### src/rtl/serial_word_deserializer.sv
// Serial-in, parallel-out word receiver with a one-word valid/ready holding stage.
// Words completing while the holding stage is occupied and not draining are dropped and flagged.
module serial_word_deserializer #(
  parameter int WIDTH = 4
) (
  input  logic                         clk,
  input  logic                         resetn,
  input  logic                         sin_valid,
  input  logic                         sin_bit,
  input  logic                         msb_first,
  input  logic                         frame_start,
  output logic                         out_valid,
  output logic [WIDTH-1:0]             out_data,
  input  logic                         out_ready,
  output logic [$clog2(WIDTH+1)-1:0]   bit_count,
  output logic                         overrun,
  input  logic                         clr_overrun
);

  // state | meaning
  // EMPTY | holding register has no word, out_valid=0
  // FULL  | holding register presents a word, out_valid=1
  typedef enum logic {EMPTY = 1'b0, FULL = 1'b1} hold_state_t;

  localparam int CW = $clog2(WIDTH+1);

  hold_state_t       state_q, state_d;
  logic [WIDTH-1:0]  sr_q;
  logic [WIDTH-1:0]  sr_base;
  logic [WIDTH-1:0]  sr_shift;
  logic [CW-1:0]     cnt_base;
  logic [CW-1:0]     cnt_d;
  logic              dir_q;
  logic              dir_eff;
  logic              word_start;
  logic              complete;
  logic              load;
  logic              set_ovr;

  // frame_start discards the partial word before the current bit is considered
  always_comb begin
    cnt_base   = frame_start ? '0 : bit_count;
    sr_base    = frame_start ? '0 : sr_q;
    word_start = (cnt_base == '0);
    dir_eff    = word_start ? msb_first : dir_q;
    sr_shift   = dir_eff ? {sr_base[WIDTH-2:0], sin_bit}
                         : {sin_bit, sr_base[WIDTH-1:1]};
    complete   = sin_valid && (cnt_base == CW'(WIDTH-1));
    cnt_d      = cnt_base;
    if (sin_valid) begin
      cnt_d = complete ? '0 : cnt_base + CW'(1);
    end
  end

  always_comb begin
    state_d = state_q;
    load    = 1'b0;
    set_ovr = 1'b0;
    case (state_q)
      EMPTY: begin
        if (complete) begin
          state_d = FULL;
          load    = 1'b1;
        end
      end
      FULL: begin
        if (complete) begin
          if (out_ready) load    = 1'b1;
          else           set_ovr = 1'b1;
        end else if (out_ready) begin
          state_d = EMPTY;
        end
      end
      default: state_d = EMPTY;
    endcase
  end

  always_ff @(posedge clk or negedge resetn) begin
    if (!resetn) state_q <= EMPTY;
    else         state_q <= state_d;
  end

  always_ff @(posedge clk or negedge resetn) begin
    if (!resetn) begin
      sr_q      <= '0;
      bit_count <= '0;
      dir_q     <= 1'b1;
      out_data  <= '0;
      overrun   <= 1'b0;
    end else begin
      sr_q      <= sin_valid ? sr_shift : sr_base;
      bit_count <= cnt_d;
      if (sin_valid && word_start) dir_q <= msb_first;
      if (load) out_data <= sr_shift;
      // a new drop in the same cycle as a clear keeps the flag set
      if (set_ovr)          overrun <= 1'b1;
      else if (clr_overrun) overrun <= 1'b0;
    end
  end

  assign out_valid = (state_q == FULL);

endmodule

### config.mk
export PLATFORM = sky130hd
export DESIGN_NAME = serial_word_deserializer
export DESIGN_NICKNAME = d
export VERILOG_FILES = /design/src/rtl/serial_word_deserializer.sv
export SDC_FILE = /design/constraint.sdc
export NUM_CORES = 1
export LEC_CHECK = 0
export CAP_MARGIN = 20
export CORE_MARGIN = 4
export CORE_UTILIZATION = 30
export CTS_CLUSTER_DIAMETER = 30
export DETAILED_ROUTE_END_ITERATION = 7
export GPL_ROUTABILITY_DRIVEN = 0
export HOLD_SLACK_MARGIN = 0.05
export PLACE_DENSITY_LB_ADDON = 0.12
export SYNTH_ARGS = -nofsm -noshare
export SYNTH_HDL_FRONTEND = slang
export SYNTH_SLANG_ARGS = --single-unit
### constraint.sdc
create_clock -name clk -period 1.4 [get_ports clk]
set_input_delay 0.28 -clock clk [delete_from_list [all_inputs] [get_ports clk]]
set_output_delay 0.28 -clock clk [all_outputs]
set_load 0.02 [all_outputs]
==> impl_metrics.ini, run 1 <==
[clock_network]
htree_num_levels = 1
tritoncts = built
cts-buffers-inserted = 3
clk_pin_slew_worst_paths_ns = 0.10
clock_insertion_delay_worst_skew_ns = 0.29
clk_path_buf_depth = 2
numClockSinks = 14
clk_root_buffer_cell = clkbuf_4

[final_layout]
final_util = 0.487
antenna_cells_inserted = 0
num-nets-final = 125
area.growth.synth_to_final_pct = 51.8
drive_gt1_frac = 0.395

[run_status]
outcome = complete, but fails checks
violations = negative setup slack

[floorplanning]
die_width_um = 59.9
num_io_pins = 17
start_util = 0.321
floorplan.die_area_mm2 = 0.00359
core_area_mm2 = 0.00252
die_height_um = 59.9
floorplan.rows = 18

[hold_path]
hold_path.class = in2async

[synthesis]
compound_gate_fraction_of_synth_area = 0.156
mappedNetlistArea_um2 = 810
synthSimpleGateAreaFrac = 0.249
muxShareOfSynthArea = 0.0634
syn-num-nets = 92
ys.warnings.count = 0
post_synth_inst_count = 82
postSynthRegisterBits = 14
synth_adder_area_share = 0.0309
synthesis.area_per_instance_um2 = 9.87
synth_xor_area_frac = 0.0108
netlist-cell-type-count = 35
seq_area_frac_synth = 0.434
main_combinational_cell_family_by_area_after_synthesis = simple AND/OR/NAND/NOR gates

[global_route]
number_of_global_route_vias_before_repair = 790
antenna_found_initial = 0
grt_first_pass_wirelength_um = 3660
grt.total_usage = 0.137
pin_count_of_the_biggest_net_entering_global_routing = 15
grt_remaining_overflow = 0

[sta]
timing_max_transition_violations_final = 0
worst-slew-pin-transition_ns = 0.263
setup_ws_ns = -0.0392
setup_viol = 2
fin_tns_setup_ns = -0.0674
max_freq_mhz = 695
fin_hold_ws_ns = 0.286
maxSlewHeadroom = 0.824
rsz0062_at_grt = true
hold_viol = 0
final_min_period_over_clock_period = 1.03
clock-skew-final_ns = 0.00923
fin_crit_ns = 1.44

[placed_design]
port_buffers = 16
pre_cts_slack_ns = -0.547
hpwl_detailed_um = 1510

[routing]
viasPerCell = 5.13
route.vias.total = 738
detail_route.drc_violations = 0
initialDrtViolationCount = 15
dr.pass1.iters = 4
avgRoutedWirePerCell_um = 14.6
route.final.wire_length_um = 2100
detail-route-antenna-nets = 0

[power_and_ir_drop]
peakVddDrop_uv = 523
power_frac_seq = 0.419
clock_network_fraction_of_total_power = 0.258
swShare = 0.326
int_power_mw = 0.815
netSwitchingPower_mw = 0.395
cellPowerDensity_mw_per_mm2 = 985
leakagePower_nw = 0.585
power.total_mw = 1.21
power.combinational.fraction = 0.323

[worst_setup_path]
worstPathMaxFanout = 6
critPathKind = reg2reg
crit_required_ns = 1.59
critical_path.endpoint_type = register
r2r_cells = 6
timing.critical_path.arrival_ns = 1.62
critPathLaunchType = register

[job]
maxCapViolations = 0
per-stage QoR:
stage,cells,cell area (um2)
floorplan,82,872
global placement,137,1130
detailed placement,137,1130
CTS,143,1200
global route,144,1230
finish,144,1230
logic make-up after synthesis:
kind of cell | count (synthesis)
xor gates and xnor gates | 1
DFF | 14
muxes | 5
AOI/OAI and AO/OA | 18
adders and majority gates | 2
buffers and inverters | 8
and+or+nand+nor | 34
power by group through the flow:
stage / sequential (mW) / combinational, mW / clock, mW
after floorplan: 0.542 / 0.172 / 0
after global placement: 0.514 / 0.359 / 0
after detailed placement: 0.514 / 0.359 / 0
after CTS: 0.506 / 0.373 / 0.321
after global routing: 0.514 / 0.426 / 0.344
final: 0.507 / 0.390 / 0.312
cell usage in the layout, fill, tap and decap left out, types with 2 or more instances in the layout:
| master | instances |
|---|---|
| nor2_1 | 3 |
| o211ai_1 | 3 |
| clkdlybuf4s50_1 | 6 |
| mux2i_1 | 4 |
| and3_4 | 2 |
| inv_1 | 2 |
| clkbuf_4 | 3 |
| dlygate4sd2_1 | 9 |
| ha_4 | 2 |
| buf_4 | 14 |
| dfrtp_1 | 10 |
| buf_6 | 2 |
| o21ai_1 | 2 |
| a21oi_1 | 3 |
| nand3_1 | 6 |
| nand2b_4 | 3 |
| inv_4 | 3 |
| nand2_1 | 9 |
| dfrtp_2 | 3 |
synth_stat cells:
cell type  instances  area share
inv_1              4       0.019
nor2b_1            1      0.0077
nand3_1            6       0.037
buf_6              2       0.028
mux2_1             1       0.014
inv_2              1      0.0046
a21boi_1           1      0.0093
and2_1             1      0.0077
nand2b_1           3       0.023
nand2_1           11       0.051
o21ai_0            3       0.019
o22ai_1            1      0.0077
nor2_1             3       0.014
clkbuf_1           1      0.0046
mux2i_1            4       0.049
dfrtp_1           13        0.40
o211ai_1           3       0.028
nand3_4            1       0.022
a32o_1             2       0.025
nor2b_2            1       0.011
o21ai_2            1       0.011
ha_1               2       0.031
a31o_1             1       0.011
and3_4             1       0.014
nor3_1             1      0.0062
nor4_2             1       0.015
o31ai_1            1      0.0093
nand4_1            1      0.0077
nand2b_4           1       0.017
dfstp_2            1       0.032
a221o_1            1       0.012
and3_1             1      0.0077
or3_1              1      0.0077
xnor2_1            1       0.011
a21oi_1            4       0.025
worst paths after layout:
path,startpoint,endpoint,slack [ns]
worst max register to register,bit_count[1],sr_q[0],-0.04
worst min-delay path,resetn,sr_q[0],0.29
min in group clk,out_data[2],out_data[2],0.51
worst min register to register,out_data[2],out_data[2],0.51
max in group asynchronous,resetn,dir_q,0.87
worst max-delay path,bit_count[1],sr_q[0],-0.04
critical path, cell delays in order, from the launching register on:
cell and delay [ns]:
dfrtp_2 0.44, nand2b_4 0.11, ha_4 0.20, inv_4 0.06, o21ai_4 0.19, a21oi_2 0.08
a221o_1 0.26
metal layers:
| metal | track usage | wire [um] | vias up |
|---|---|---|---|
| met5 | 0 | 0 | - |
| li1 | - | - | 359 |
| met4 | 0.0570 | 15 | 0 |
| met3 | 0.0238 | 103 | 2 |
| met2 | 0.225 | 1040 | 15 |
| met1 | 0.177 | 938 | 362 |
area by class of cell:
class,count,area [um2]
fillers,264,1290
multi-input cells,60,507
flip-flops and latches,14,355
repair buffers,31,267
well taps,30,37.5
clock buffers,4,36.3
inverters,5,26.3
timing repair:
action,CTS,global route
buffers inserted,3,2
pin swaps,8,4
resized for setup,20,7
hold endpoints to repair,0,0
setup endpoints to repair,18,8
hold buffers,0,0
registers in the layout (all words and copies together), names as in the netlist:
signal     count
bit_count      3
dir_q          1
out_data       4
out_valid      1
overrun        1
sr_q           4
(Power assumes the default switching activity.)
==> run 2: changes to the inputs <==
Settings changed: CORE_MARGIN 4 to unset.
==> impl_metrics.ini, run 2 (synthesis results as in run 1) <==
[clock_network]
cts-buffers-inserted = 3
clock_insertion_delay_worst_skew_ns = 0.29
post_cts_hold_buffer_count = 0
clk_path_buf_depth = 2
htree_num_levels = 1
clk_pin_slew_worst_paths_ns = 0.10
tritoncts = built
clk_root_buffer_cell = clkbuf_4
numClockSinks = 14

[routing]
viasPerCell = 5.12
avgRoutedWirePerCell_um = 14.1
dr.pass1.iters = 4
detail-route-antenna-nets = 0
route.final.wire_length_um = 2070
initialDrtViolationCount = 9
detail_route.drc_violations = 0
route.vias.total = 752

[final_layout]
num-nets-final = 128
final_cell_mix = buf_4, nand2_1, dfrtp_1
count_of_filler_cells_inserted_in_the_layout = 246
area.growth.synth_to_final_pct = 53.5
final_common_cell = buf_4
antenna_cells_inserted = 0
biggestRegsByFlops = out_data x4, sr_q x4, bit_count x3
drive_gt1_frac = 0.385

[placed_design]
port_buffers = 16
hpwl_detailed_um = 1510
pre_cts_slack_ns = -0.558

[power_and_ir_drop]
cellPowerDensity_mw_per_mm2 = 963
peakVddDrop_uv = 711
power.total_mw = 1.20
leakagePower_nw = 0.583

[worst_setup_path]
critPathKind = reg2reg
worstPathMaxFanout = 4
critical_path.endpoint_type = register
timing.critical_path.arrival_ns = 1.65
crit_required_ns = 1.59
critPathLaunchType = register
r2r_cells = 6

[run_status]
outcome = complete, but fails checks
violations = negative setup slack

[sta]
rsz0062_at_grt = true
fin_tns_setup_ns = -0.134
fin_hold_ws_ns = 0.285
max_freq_mhz = 684
worst-slew-pin-transition_ns = 0.341
clock-skew-final_ns = 0.00421
setup_viol = 4
final_min_period_over_clock_period = 1.04
fin_crit_ns = 1.46
timing_max_transition_violations_final = 0
hold_viol = 0
maxSlewHeadroom = 0.772
setup_ws_ns = -0.0623

[hold_path]
hold_path.class = in2async

[job]
maxCapViolations = 0

[global_route]
grt.total_usage = 0.167
antenna_found_initial = 0
grt_first_pass_wirelength_um = 3360
grt_remaining_overflow = 0
number_of_global_route_vias_before_repair = 745
pin_count_of_the_biggest_net_entering_global_routing = 15

[floorplanning]
core_area_mm2 = 0.00252
floorplan.rows = 18
start_util = 0.321
die_height_um = 53.9
die_width_um = 53.9
floorplan.die_area_mm2 = 0.00291
num_io_pins = 17
-- run 2: timing repair --
item	in CTS	in global routing
resized for setup	19	5
endpoints found under the setup margin	18	13
pin swaps	6	5
setup buffers	6	1
-- run 2: layout make-up --
type / instances / area, um2 / share of cell area
Tap cell: 30 / 37.5 / 0.0302
Inverter: 5 / 26.3 / 0.0211
Sequential cell: 14 / 355 / 0.286
Timing Repair Buffer: 34 / 287 / 0.231
Clock buffer: 4 / 36.3 / 0.0292
Multi-Input combinational cell: 60 / 500 / 0.403
-- run 2: worst max-delay path: stages, from the launching register on --
cell and delay (ns):
dfrtp_2 0.40, nand2b_4 0.08, inv_4 0.06, ha_4 0.14, nand2_4 0.06, or3_4 0.39, a32o_1 0.23
-- run 2: layer usage --
layer,part of all wire,global-route usage,wire length [um],vias up
met5,0,0,0,-
met3,0.049,0.0508,101,2
met4,0.0073,0.0395,15,0
met1,0.46,0.201,956,361
met2,0.48,0.288,994,19
li1,-,-,-,370
-- run 2: final timing paths --
path,startpoint,endpoint,slack (ns)
worst max-delay path,bit_count[1],out_data[2],-0.06
worst min-delay path,resetn,sr_q[0],0.29
worst max register to register,bit_count[1],out_data[2],-0.06
worst min register to register,out_data[1],out_data[1],0.50
max in group asynchronous,resetn,dir_q,0.88
min in group clk,out_data[1],out_data[1],0.50
-- run 2: power breakdown --
group | switching, mW | internal [mW] | total, mW
clock network | 0.151 | 0.158 | 0.310
logic | 0.187 | 0.192 | 0.379
registers | 0.0489 | 0.459 | 0.508
total | 0.387 | 0.809 | 1.20
-- run 2: stage by stage --
stage               std cells  instance area (um2)  utilization
global placement          137                 1130        0.448
detailed placement        137                 1130        0.448
finish                    147                 1240        0.493
CTS                       147                 1230        0.486
global route              147                 1240        0.493
floorplan                  82                  872            -
==> run 3: changes to the inputs <==
Settings changed: CORE_UTILIZATION 30 to 44, GPL_ROUTABILITY_DRIVEN 0 to unset.
==> impl_metrics.ini, run 3 (synthesis results as in run 1) <==
[sta]
final_min_period_over_clock_period = 1.02
max_freq_mhz = 701
setup_ws_ns = -0.0259
maxSlewHeadroom = 0.806
hold_viol = 0
clock-skew-final_ns = 0.00856
setup_viol = 3
fin_tns_setup_ns = -0.0449
fin_crit_ns = 1.43
rsz0062_at_grt = true
fin_hold_ws_ns = 0.307
timing_max_transition_violations_final = 0
worst-slew-pin-transition_ns = 0.290

[floorplanning]
die_height_um = 44.9
die_width_um = 44.9
floorplan.die_area_mm2 = 0.00202
num_io_pins = 17
core_area_mm2 = 0.00173
start_util = 0.469
floorplan.rows = 15

[routing]
viasPerCell = 5.37
initialDrtViolationCount = 20
route.final.wire_length_um = 1850
avgRoutedWirePerCell_um = 13.4
detail_route.drc_violations = 0
detail-route-antenna-nets = 0
route.vias.total = 741
dr.pass1.iters = 4

[global_route]
antenna_found_initial = 0
grt_first_pass_wirelength_um = 3020
pin_count_of_the_biggest_net_entering_global_routing = 15
grt.total_usage = 0.211
grtUsageMet1 = 0.288
grt.met3_usage = 0.0360
grt_use_met2 = 0.341
grt.busiest_layer = met2
number_of_global_route_vias_before_repair = 682
grt_remaining_overflow = 0

[hold_path]
hold_path.class = in2async

[final_layout]
final_common_cell = buf_4
biggestRegsByFlops = out_data x4, sr_q x4, bit_count x3
antenna_cells_inserted = 0
final_cell_mix = buf_4, dfrtp_1, nand2_1, dlygate4sd2_1
area.growth.synth_to_final_pct = 47.1
final_util = 0.690
drive_gt1_frac = 0.372
num-nets-final = 124

[worst_setup_path]
timing.critical_path.max_delay_family = compound AO/OA/AOI/OAI gates
crit_required_ns = 1.57
timing.critical_path.buf_inv = 1
timing.critical_path.arrival_ns = 1.60
critPathLaunchType = register
critical_path.endpoint_type = register
critPathMaxStageDelay_ns = 0.44
worstPathMaxFanout = 5
crit_slowest_cell = dfrtp_2
ordered_cell_list_for_the_critical_path = nand2b_4 -> ha_4 -> inv_4 -> o21ai_4 -> a21oi_2 -> a221o_1
critPathKind = reg2reg

[clock_network]
post_cts_hold_buffer_count = 0
clk_path_buf_depth = 2
clk_pin_slew_worst_paths_ns = 0.10
tritoncts = built
clock_insertion_delay_worst_skew_ns = 0.28
cts-buffers-inserted = 3
htree_num_levels = 1
numClockSinks = 14
clk_root_buffer_cell = clkbuf_4

[run_status]
outcome = complete, but fails checks
violations = negative setup slack

[power_and_ir_drop]
peakVddDrop_uv = 620
cellPowerDensity_mw_per_mm2 = 985
leakagePower_nw = 0.568
power.total_mw = 1.17

[placed_design]
place.gp.congestion = 0.825
port_buffers = 16
pre_cts_slack_ns = -0.479
hpwl_detailed_um = 1400

[job]
maxCapViolations = 0
## run 3: changes by cell type in the layout (fill, tap and decap cells not counted), sizes merged
cell	delta
buf	-4
clkdlybuf4s15	-1
dlygate4sd2	+1
## run 3: timing repair
action,in CTS,in global routing
pin swaps,5,6
endpoints found under the setup margin,18,8
buffers inserted,4,0
gates resized for setup,18,2
## run 3: final cells by class
class                   count  area, um2
clock buffers               4       36.3
fillers                   152        536
inverters                   5       23.8
multi-input cells          60        489
flip-flops and latches     14        355
well taps                  25       31.3
repair buffers             30        255
## run 3: through the flow
step	instance area, um2	cells
2_1_floorplan	872	82
3_3_place_gp	1120	131
3_5_place_dp	1120	131
4_1_cts	1200	139
5_1_grt	1190	138
6_report	1190	138
## run 3: power by group
part / total [mW] / switching [mW] / internal [mW]
Clock: 0.295 / 0.137 / 0.158
Combinational: 0.372 / 0.184 / 0.188
Sequential: 0.506 / 0.0476 / 0.459
## run 3: worst register-to-register path: cells and delay by family, from the launching register on
family	cells	cell delay, ns
buffers and inverters	1	0.06
AO/OA/AOI/OAI	3	0.54
adder cells (fa/ha/maj)	1	0.20
flip-flops	1	0.44
AND/OR/NAND/NOR	1	0.10
## run 3: layer usage
metal | vias to the layer above | wire (um)
li1 | 355 | -
met1 | 367 | 845
met2 | 17 | 928
met3 | 2 | 66
met4 | 0 | 13
met5 | - | 0
## run 3: worst paths after layout
| kind | start | to | slack, ns | cells past startpoint |
|---|---|---|---|---|
| max | bit_count[1] | sr_q[0] | -0.03 | 6 |
| max in group asynchronous | resetn | dir_q | 0.86 | 2 |
| min | resetn | sr_q[0] | 0.31 | 2 |
| min in group clk | out_data[2] | out_data[2] | 0.50 | 1 |
| max reg2reg | bit_count[1] | sr_q[0] | -0.03 | 6 |
| min reg2reg | out_data[2] | out_data[2] | 0.50 | 1 |
